## src/rtl/lsu_axi_store_ctrl.sv

```systemverilog
// lsu_axi_store_ctrl: LSU store sequencer driving the AXI write channels.
// Accepts one store command and issues a single AW request carrying burst count
// and stride. It then streams every W beat out of the ORAM through a 2-entry
// prefetch FIFO and collects one B response per burst.
// Optional build macro: LSU_ST_PERF_EN enables the W backpressure stall counter.
//
// state   | meaning
// --------+----------------------------------------------------------
// ST_IDLE | waiting for a command, cmd_rdy=1
// ST_AW   | AW request presented, waiting for axi_lsu_awrdy
// ST_W    | prefetching ORAM and streaming W beats; B responses counted
// ST_B    | all beats sent, waiting for the remaining B responses
module lsu_axi_store_ctrl #(
    parameter int DATA_WIDTH = 64,
    parameter int ADDR_WIDTH = 10,
    parameter int ORAM_AW    = 12
) (
    input  logic                    clk,
    input  logic                    rst,
    input  logic                    cmd_vld,
    output logic                    cmd_rdy,
    input  logic [ADDR_WIDTH-1:0]   cmd_addr,
    input  logic [7:0]              cmd_len,
    input  logic [2:0]              cmd_size,
    input  logic [2:0]              cmd_str,
    input  logic [3:0]              cmd_num,
    input  logic [ORAM_AW-1:0]      cmd_oram_addr,
    output logic                    oram_rd_en,
    output logic [ORAM_AW-1:0]      oram_rd_addr,
    input  logic [DATA_WIDTH-1:0]   oram_rd_data,
    output logic [7:0]              lsu_axi_awid,
    output logic [ADDR_WIDTH-1:0]   lsu_axi_awaddr,
    output logic [7:0]              lsu_axi_awlen,
    output logic [2:0]              lsu_axi_awsize,
    output logic [1:0]              lsu_axi_awburst,
    output logic [2:0]              lsu_axi_awstr,
    output logic [7:0]              lsu_axi_awnum,
    output logic                    lsu_axi_awvld,
    output logic [ORAM_AW-1:0]      lsu_axi_oram_addr,
    input  logic                    axi_lsu_awrdy,
    output logic [DATA_WIDTH-1:0]   lsu_axi_wdata,
    output logic [DATA_WIDTH/8-1:0] lsu_axi_wstrb,
    output logic                    lsu_axi_wlast,
    output logic                    lsu_axi_wvld,
    input  logic                    axi_lsu_wrdy,
    input  logic                    axi_lsu_bvld,
    input  logic [1:0]              axi_lsu_bresp,
    output logic                    lsu_axi_brdy,
    output logic                    st_done,
    output logic                    st_err,
    output logic [15:0]             st_perf_stall
);

    localparam logic [1:0] ST_IDLE = 2'd0;
    localparam logic [1:0] ST_AW   = 2'd1;
    localparam logic [1:0] ST_W    = 2'd2;
    localparam logic [1:0] ST_B    = 2'd3;

    logic [1:0]            state_q;
    logic [ADDR_WIDTH-1:0] addr_q;
    logic [7:0]            len_q;
    logic [2:0]            size_q;
    logic [2:0]            str_q;
    logic [3:0]            num_q;
    logic [ORAM_AW-1:0]    oram_q;

    logic [11:0]           total;
    logic [11:0]           rd_cnt_q;
    logic [11:0]           beat_cnt_q;
    logic [7:0]            burst_cnt_q;
    logic [3:0]            resp_cnt_q;
    logic [3:0]            resp_next;
    logic                  err_q;

    logic                  inflight_q;
    logic [DATA_WIDTH-1:0] fifo_q [2];
    logic                  wp_q;
    logic                  rp_q;
    logic [1:0]            fifo_cnt_q;
    logic [1:0]            credit;

    logic                  accept;
    logic                  w_fire;
    logic                  b_fire;
    logic                  last_beat;
    logic                  resp_done;

    assign accept    = cmd_vld && (state_q == ST_IDLE);
    assign total     = 12'(num_q) * (12'(len_q) + 12'd1);
    assign w_fire    = lsu_axi_wvld && axi_lsu_wrdy;
    assign b_fire    = axi_lsu_bvld && lsu_axi_brdy;
    assign last_beat = w_fire && (beat_cnt_q == total - 12'd1);
    assign resp_next = resp_cnt_q + {3'b0, b_fire};
    assign resp_done = (state_q == ST_B) && (resp_next >= num_q);

    // Slots already spoken for, net of a beat leaving this cycle; counting the pop keeps 1 beat/cycle.
    assign credit = fifo_cnt_q + {1'b0, inflight_q} - {1'b0, w_fire};

    assign cmd_rdy           = (state_q == ST_IDLE);
    assign oram_rd_en        = (state_q == ST_W) && (rd_cnt_q < total) && (credit < 2'd2);
    assign oram_rd_addr      = oram_q + ORAM_AW'(rd_cnt_q);

    assign lsu_axi_awid      = 8'h00;
    assign lsu_axi_awaddr    = addr_q;
    assign lsu_axi_awlen     = len_q;
    assign lsu_axi_awsize    = size_q;
    assign lsu_axi_awburst   = 2'b01;
    assign lsu_axi_awstr     = str_q;
    assign lsu_axi_awnum     = {4'b0, num_q};
    assign lsu_axi_awvld     = (state_q == ST_AW);
    assign lsu_axi_oram_addr = oram_q;

    assign lsu_axi_wvld      = (state_q == ST_W) && (fifo_cnt_q != 2'd0);
    assign lsu_axi_wdata     = fifo_q[rp_q];
    assign lsu_axi_wstrb     = '1;
    assign lsu_axi_wlast     = lsu_axi_wvld && (burst_cnt_q == len_q);
    assign lsu_axi_brdy      = (state_q == ST_W) || (state_q == ST_B);

    assign st_done           = resp_done;
    assign st_err            = resp_done && (err_q || (b_fire && (axi_lsu_bresp != 2'b00)));

    // Sequencer state transitions.
    always_ff @(posedge clk or posedge rst) begin
        if (rst) begin
            state_q <= ST_IDLE;
        end else begin
            case (state_q)
                ST_IDLE: if (accept)        state_q <= ST_AW;
                ST_AW:   if (axi_lsu_awrdy) state_q <= ST_W;
                ST_W:    if (last_beat)     state_q <= ST_B;
                ST_B:    if (resp_done)     state_q <= ST_IDLE;
                default:                    state_q <= ST_IDLE;
            endcase
        end
    end

    // Command capture; fields stay frozen until the next accept.
    always_ff @(posedge clk or posedge rst) begin
        if (rst) begin
            addr_q <= '0;
            len_q  <= '0;
            size_q <= '0;
            str_q  <= '0;
            num_q  <= '0;
            oram_q <= '0;
        end else if (accept) begin
            addr_q <= cmd_addr;
            len_q  <= cmd_len;
            size_q <= cmd_size;
            str_q  <= cmd_str;
            num_q  <= (cmd_num == 4'd0) ? 4'd1 : cmd_num;
            oram_q <= cmd_oram_addr;
        end
    end

    // Read-issue, beat, burst-beat and response counters plus sticky error.
    always_ff @(posedge clk or posedge rst) begin
        if (rst) begin
            rd_cnt_q    <= '0;
            beat_cnt_q  <= '0;
            burst_cnt_q <= '0;
            resp_cnt_q  <= '0;
            err_q       <= 1'b0;
        end else if (accept) begin
            rd_cnt_q    <= '0;
            beat_cnt_q  <= '0;
            burst_cnt_q <= '0;
            resp_cnt_q  <= '0;
            err_q       <= 1'b0;
        end else begin
            if (oram_rd_en) rd_cnt_q <= rd_cnt_q + 12'd1;
            if (w_fire) begin
                beat_cnt_q  <= beat_cnt_q + 12'd1;
                burst_cnt_q <= (burst_cnt_q == len_q) ? 8'd0 : burst_cnt_q + 8'd1;
            end
            if (b_fire) begin
                resp_cnt_q <= resp_next;
                err_q      <= err_q || (axi_lsu_bresp != 2'b00);
            end
        end
    end

    // FIFO occupancy and pointers; reset drops any in-flight ORAM read.
    always_ff @(posedge clk or posedge rst) begin
        if (rst) begin
            inflight_q <= 1'b0;
            wp_q       <= 1'b0;
            rp_q       <= 1'b0;
            fifo_cnt_q <= '0;
        end else begin
            inflight_q <= oram_rd_en;
            if (inflight_q) wp_q <= ~wp_q;
            if (w_fire)     rp_q <= ~rp_q;
            fifo_cnt_q <= fifo_cnt_q + {1'b0, inflight_q} - {1'b0, w_fire};
        end
    end

    // FIFO storage; contents are only meaningful under fifo_cnt_q.
    always_ff @(posedge clk) begin
        if (inflight_q) fifo_q[wp_q] <= oram_rd_data;
    end

`ifdef LSU_ST_PERF_EN
    logic [15:0] stall_q;

    // Saturating count of cycles a beat waits on wrdy.
    always_ff @(posedge clk or posedge rst) begin
        if (rst) begin
            stall_q <= '0;
        end else if (accept) begin
            stall_q <= '0;
        end else if (lsu_axi_wvld && !axi_lsu_wrdy && (stall_q != 16'hFFFF)) begin
            stall_q <= stall_q + 16'd1;
        end
    end

    assign st_perf_stall = stall_q;
`else
    assign st_perf_stall = 16'h0;
`endif

endmodule

```

## config.mk

```make
export PLATFORM = sky130hd
export DESIGN_NAME = lsu_axi_store_ctrl
export DESIGN_NICKNAME = d
export VERILOG_FILES = /design/src/rtl/lsu_axi_store_ctrl.sv
export SDC_FILE = /design/constraint.sdc
export NUM_CORES = 1
export LEC_CHECK = 0
export ABC_AREA = 1
export BUFFER_PORTS_ARGS = -buffer_cell sky130_fd_sc_hd__buf_2
export CAP_MARGIN = 20
export CORE_ASPECT_RATIO = 0.75
export CORE_MARGIN = 8
export CORE_UTILIZATION = 59
export DETAILED_ROUTE_END_ITERATION = 10
export PLACE_DENSITY = 0.95
export SYNTH_ARGS = -nofsm -noshare
export SYNTH_HDL_FRONTEND = slang
export SYNTH_SLANG_ARGS = --single-unit
```

## constraint.sdc

```tcl
create_clock -name clk -period 15.2 [get_ports clk]
set_input_delay 3.04 -clock clk [delete_from_list [all_inputs] [get_ports clk]]
set_output_delay 3.04 -clock clk [all_outputs]
set_load 0.005 [all_outputs]
```

==> metrics.txt <==
# TYPE chip_impl_metric gauge
chip_impl_metric{name="critPathMaxStageDelay",unit="ns"} 0.52
chip_impl_metric{name="place_hpwl",unit="microns"} 22520
chip_impl_metric{name="die_x",unit="microns"} 177.4
chip_impl_metric{name="power.total",unit="mW"} 3.026
chip_impl_metric{name="grt_first_pass_wirelength",unit="microns"} 47740
chip_impl_metric{name="grt_use_total",unit="%"} 24.42
chip_impl_info{name="timing_worst_setup_path_type",value="reg2out"} 1
chip_impl_info{name="cpMaxStageDelayCell",value="sky130_fd_sc_hd__fa_1"} 1
chip_impl_metric{name="cellLeakagePower",unit="nW"} 6.855
chip_impl_info{name="timing.rr.end",value="rd_cnt_q[4]"} 1
chip_impl_metric{name="worst-slew-pin-transition",unit="ns"} 0.8518
chip_impl_metric{name="yosysWarnings",unit=""} 0
chip_impl_metric{name="area_growth_syn_to_layout",unit="%"} 17.58
chip_impl_metric{name="cts_buffers",unit=""} 21
chip_impl_metric{name="grt_pass1_vias",unit=""} 9643
chip_impl_metric{name="totalWireLength",unit="microns"} 30710
chip_impl_metric{name="drt_pass_1_iters",unit=""} 6
chip_impl_metric{name="yosysSeqAreaShare",unit="%"} 51.58
chip_impl_metric{name="timing_hold_violations_final",unit=""} 0
chip_impl_metric{name="clkTransAtPathRegs",unit="ns"} 0.07
chip_impl_metric{name="detailroute.via_count",unit=""} 9734
chip_impl_metric{name="placeableCoreArea",unit="sq mm"} 0.01927
chip_impl_metric{name="cts.hold.buffers_added",unit=""} 0
chip_impl_metric{name="syn-instance-count",unit=""} 1307
chip_impl_metric{name="post-route-drc-count",unit=""} 0
chip_impl_metric{name="drive_gt1_share",unit="%"} 20.35
chip_impl_metric{name="timing.final.crit_period",unit="ns"} 8.759
chip_impl_metric{name="initial_core_util",unit="%"} 59.82
chip_impl_metric{name="finalSetupViolations",unit=""} 0
chip_impl_metric{name="fin_util",unit="%"} 70.34
chip_impl_metric{name="placement_rows",unit=""} 44
chip_impl_metric{name="worst_hold_path.num_cells",unit=""} 2
chip_impl_metric{name="ff2ff_path_depth",unit=""} 26
chip_impl_metric{name="grt_remaining_overflow",unit=""} 0
chip_impl_info{name="cts-root-buf",value="sky130_fd_sc_hd__clkbuf_16"} 1
chip_impl_metric{name="fillCellCount",unit=""} 1419
chip_impl_metric{name="cts.sinks",unit=""} 212
chip_impl_metric{name="synth_seq_cells",unit=""} 212
chip_impl_metric{name="top_level_ports",unit=""} 274
chip_impl_info{name="tritoncts",value="built"} 1
chip_impl_metric{name="mappedNetlistArea",unit="sq mm"} 0.01153
chip_impl_info{name="worst_setup_path_end_kind",value="output pin"} 1
chip_impl_metric{name="critPathRequiredTime",unit="ns"} 12.16
chip_impl_metric{name="ir_drop",unit="uV"} 133.4
chip_impl_metric{name="detailed_place.area",unit="sq mm"} 0.01282
chip_impl_metric{name="worst_clock_skew",unit="ns"} 0.01459
chip_impl_metric{name="power.density_cell_area",unit="mW/mm^2"} 223.3
chip_impl_metric{name="layout.cells.non_filler",unit=""} 1814
chip_impl_metric{name="grt_max_degree",unit=""} 85
chip_impl_metric{name="reg2reg_setup_slack",unit="ns"} 9.82
chip_impl_info{name="layout.cells.most_common",value="sky130_fd_sc_hd__nand2_1"} 1
chip_impl_metric{name="cts.repair_timing.setup_buffer_count",unit=""} 0
chip_impl_info{name="rsz0062_at_grt",value="no"} 1
chip_impl_metric{name="synth.distinct_cells",unit=""} 44
chip_impl_metric{name="syn_area_per_cell",unit="sq um"} 8.820
chip_impl_metric{name="placedCellCount",unit=""} 1771
chip_impl_metric{name="final_area",unit="sq mm"} 0.01355
chip_impl_metric{name="critPathArrivalTime",unit="ns"} 5.72
chip_impl_metric{name="finalNetCount",unit=""} 1723
chip_impl_info{name="worst_setup_path_start_kind",value="flip-flop"} 1
chip_impl_info{name="timing.hold.worst.start",value="lsu_axi_awaddr[9]"} 1
chip_impl_metric{name="finalWeightedCongestion",unit=""} 0.9010
chip_impl_info{name="min_delay_worst_endpoint",value="lsu_axi_awaddr[9]"} 1
chip_impl_metric{name="final.setup.tns",unit="ns"} 0
chip_impl_metric{name="maxCapViolations",unit=""} 0
chip_impl_metric{name="htree_num_levels",unit=""} 1
chip_impl_metric{name="clock_path_buffers",unit=""} 3
chip_impl_metric{name="numPortBuffers",unit=""} 235
chip_impl_metric{name="antenna_violations_before_repair",unit=""} 2
chip_impl_metric{name="relSlewSlack",unit="%"} 43.22
chip_impl_metric{name="average_wire_per_standard_cell",unit="microns"} 16.93
chip_impl_metric{name="post_cts_gate_resize_count",unit=""} 0
chip_impl_info{name="mostFrequentLayoutCells",value="489 x sky130_fd_sc_hd__nand2_1, 235 x sky130_fd_sc_hd__buf_2, 128 x sky130_fd_sc_hd__edfxtp_1"} 1
chip_impl_metric{name="die_y",unit="microns"} 137.1
chip_impl_metric{name="detail_route.iter0.violations",unit=""} 846
chip_impl_info{name="min-delay-path-class",value="reg2reg"} 1
chip_impl_info{name="status",value="complete, no violations"} 1
chip_impl_metric{name="timing.final.max_slew_violations",unit=""} 0
chip_impl_metric{name="critPathBufInv",unit=""} 6
chip_impl_metric{name="design.die.area",unit="sq mm"} 0.02431
chip_impl_metric{name="clock_insertion_delay_worst_skew",unit="ns"} 0.50
chip_impl_metric{name="antenna_violating_nets_post_route",unit=""} 0
chip_impl_metric{name="vias_per_cell",unit=""} 5.366
chip_impl_info{name="r2r_start",value="lsu_axi_awlen[0]"} 1
chip_impl_metric{name="ratio_of_final_minimum_period_to_clock_period",unit="%"} 57.63
chip_impl_metric{name="worst-path-max-fanout",unit=""} 14
chip_impl_info{name="critical_path.top_delay_family",value="adder cells"} 1
chip_impl_metric{name="fmax",unit="MHz"} 114.2
[layout make-up]
cell class              instances  area [sq um]  area share [%]
flip-flops and latches        212          5947           43.88
well taps                     253         316.6           2.335
repair buffers                243          1269           9.360
multi-input cells             927          4815           35.52
clock buffers                  26         544.3           4.016
inverters                     138         519.2           3.831
diodes                          3         7.507         0.05539
clock inverters                12         136.4           1.006
[how the worst max path moves through the flow]
stage               slack (ns)         end  cells past startpoint        startpoint
finish                    6.44  oram_rd_en                     25  lsu_axi_awlen[0]
global route              5.97  oram_rd_en                     25  lsu_axi_awlen[0]
CTS                       6.54  oram_rd_en                     25  lsu_axi_awlen[0]
detailed placement        7.10  oram_rd_en                     25  lsu_axi_awlen[0]
global placement          7.25  oram_rd_en                     12      axi_lsu_wrdy
floorplan                 7.64  oram_rd_en                     11      axi_lsu_wrdy
[per-layer routing]
| layer | share of wire, % | GRT usage, % |
|---|---|---|
| met1 | 39 | 30.70 |
| met2 | 48 | 41.12 |
| met4 | 2.6 | 7.760 |
| met3 | 10 | 6.066 |
| met5 | 0 | 0 |
[where the power goes]
part,internal (mW),leakage [nW],total (mW),switching (mW)
combinational,0.566,4.27,1.64,1.07
sequential,0.771,2.25,0.868,0.0969
clock,0.306,0.332,0.519,0.213
[metrics by stage]
step | setup WS [ns] | hold slack, ns
6_report | 6.441 | 0.4805
5_1_grt | 5.971 | 0.5025
4_1_cts | 6.541 | 0.4836
3_5_place_dp | 7.099 | 0.4639
3_3_place_gp | 7.246 | 0.4573
2_1_floorplan | 7.641 | 0.4525
[flip-flops by register name, indices dropped and copies added, names as in the netlist, 4 cells and up]
register / flops
lsu_axi_oram_addr: 12
fifo_q: 128
lsu_axi_awaddr: 10
resp_cnt_q: 4
num_q: 4
lsu_axi_awlen: 8
rd_cnt_q: 12
burst_cnt_q: 8
beat_cnt_q: 12
[cells by family after synthesis]
logic type	count (synthesis)	share of synthesized area (%)
compound gates	80	3.712
xor+xnor	36	2.735
fa+ha+maj	68	8.358
buf+inv	204	7.913
flops	212	51.58
other cells	2	0.06515
simple gates	705	25.64
[cell usage after synthesis, drive strengths merged]
cell    count  area, sq um
and3        1        6.260
o21bai      1        7.510
o22ai       1        6.260
conb        2        7.510
nand4      14        87.58
clkbuf     16        60.06
nor3b       1        7.510
a31oi       1        6.260
inv       135        506.7
a211oi      1        7.510
fa         15        300.3
o31ai       1        7.510
nand2     503         1931
a22oi       1        7.510
nand3      79        425.4
ha         53        663.1
dfrtp      84         2102
edfxtp    128         3844
nor2       81        334.1
xor2       25        219.0
nor4        2        12.51
o21ai      32        163.9
a21oi      38        190.2
or2         6        37.54
a41oi       1        8.760
nand3b      1        7.510
buf        50        334.1
o211ai      2        15.01
xnor2      11        96.34
nor3       17        106.4
clkinv      3        11.26
o21a        1        7.510
[worst reg2reg max path, stage by stage (launching register included)]
cell and delay, ns:
sky130_fd_sc_hd__dfrtp_1 0.44, sky130_fd_sc_hd__inv_2 0.11, sky130_fd_sc_hd__nor3_1 0.34, sky130_fd_sc_hd__nand3_1 0.19, sky130_fd_sc_hd__xor2_1 0.30, sky130_fd_sc_hd__nor2_1 0.10, sky130_fd_sc_hd__fa_1 0.50, sky130_fd_sc_hd__inv_1 0.06
sky130_fd_sc_hd__fa_1 0.52, sky130_fd_sc_hd__inv_1 0.04, sky130_fd_sc_hd__ha_1 0.37, sky130_fd_sc_hd__nand2_1 0.15, sky130_fd_sc_hd__inv_1 0.07, sky130_fd_sc_hd__nand2_1 0.07, sky130_fd_sc_hd__nand3_1 0.12, sky130_fd_sc_hd__nand2_1 0.10
sky130_fd_sc_hd__nand2_2 0.09, sky130_fd_sc_hd__ha_1 0.33, sky130_fd_sc_hd__a21oi_1 0.17, sky130_fd_sc_hd__o21ai_0 0.14, sky130_fd_sc_hd__o211ai_1 0.22, sky130_fd_sc_hd__nand3_1 0.10, sky130_fd_sc_hd__nand3_1 0.15, sky130_fd_sc_hd__nand2_2 0.21
sky130_fd_sc_hd__nand2_2 0.27, sky130_fd_sc_hd__nand2_1 0.10, sky130_fd_sc_hd__nand2_1 0.07
No activity file was read; power rests on OpenSTA's default activity.
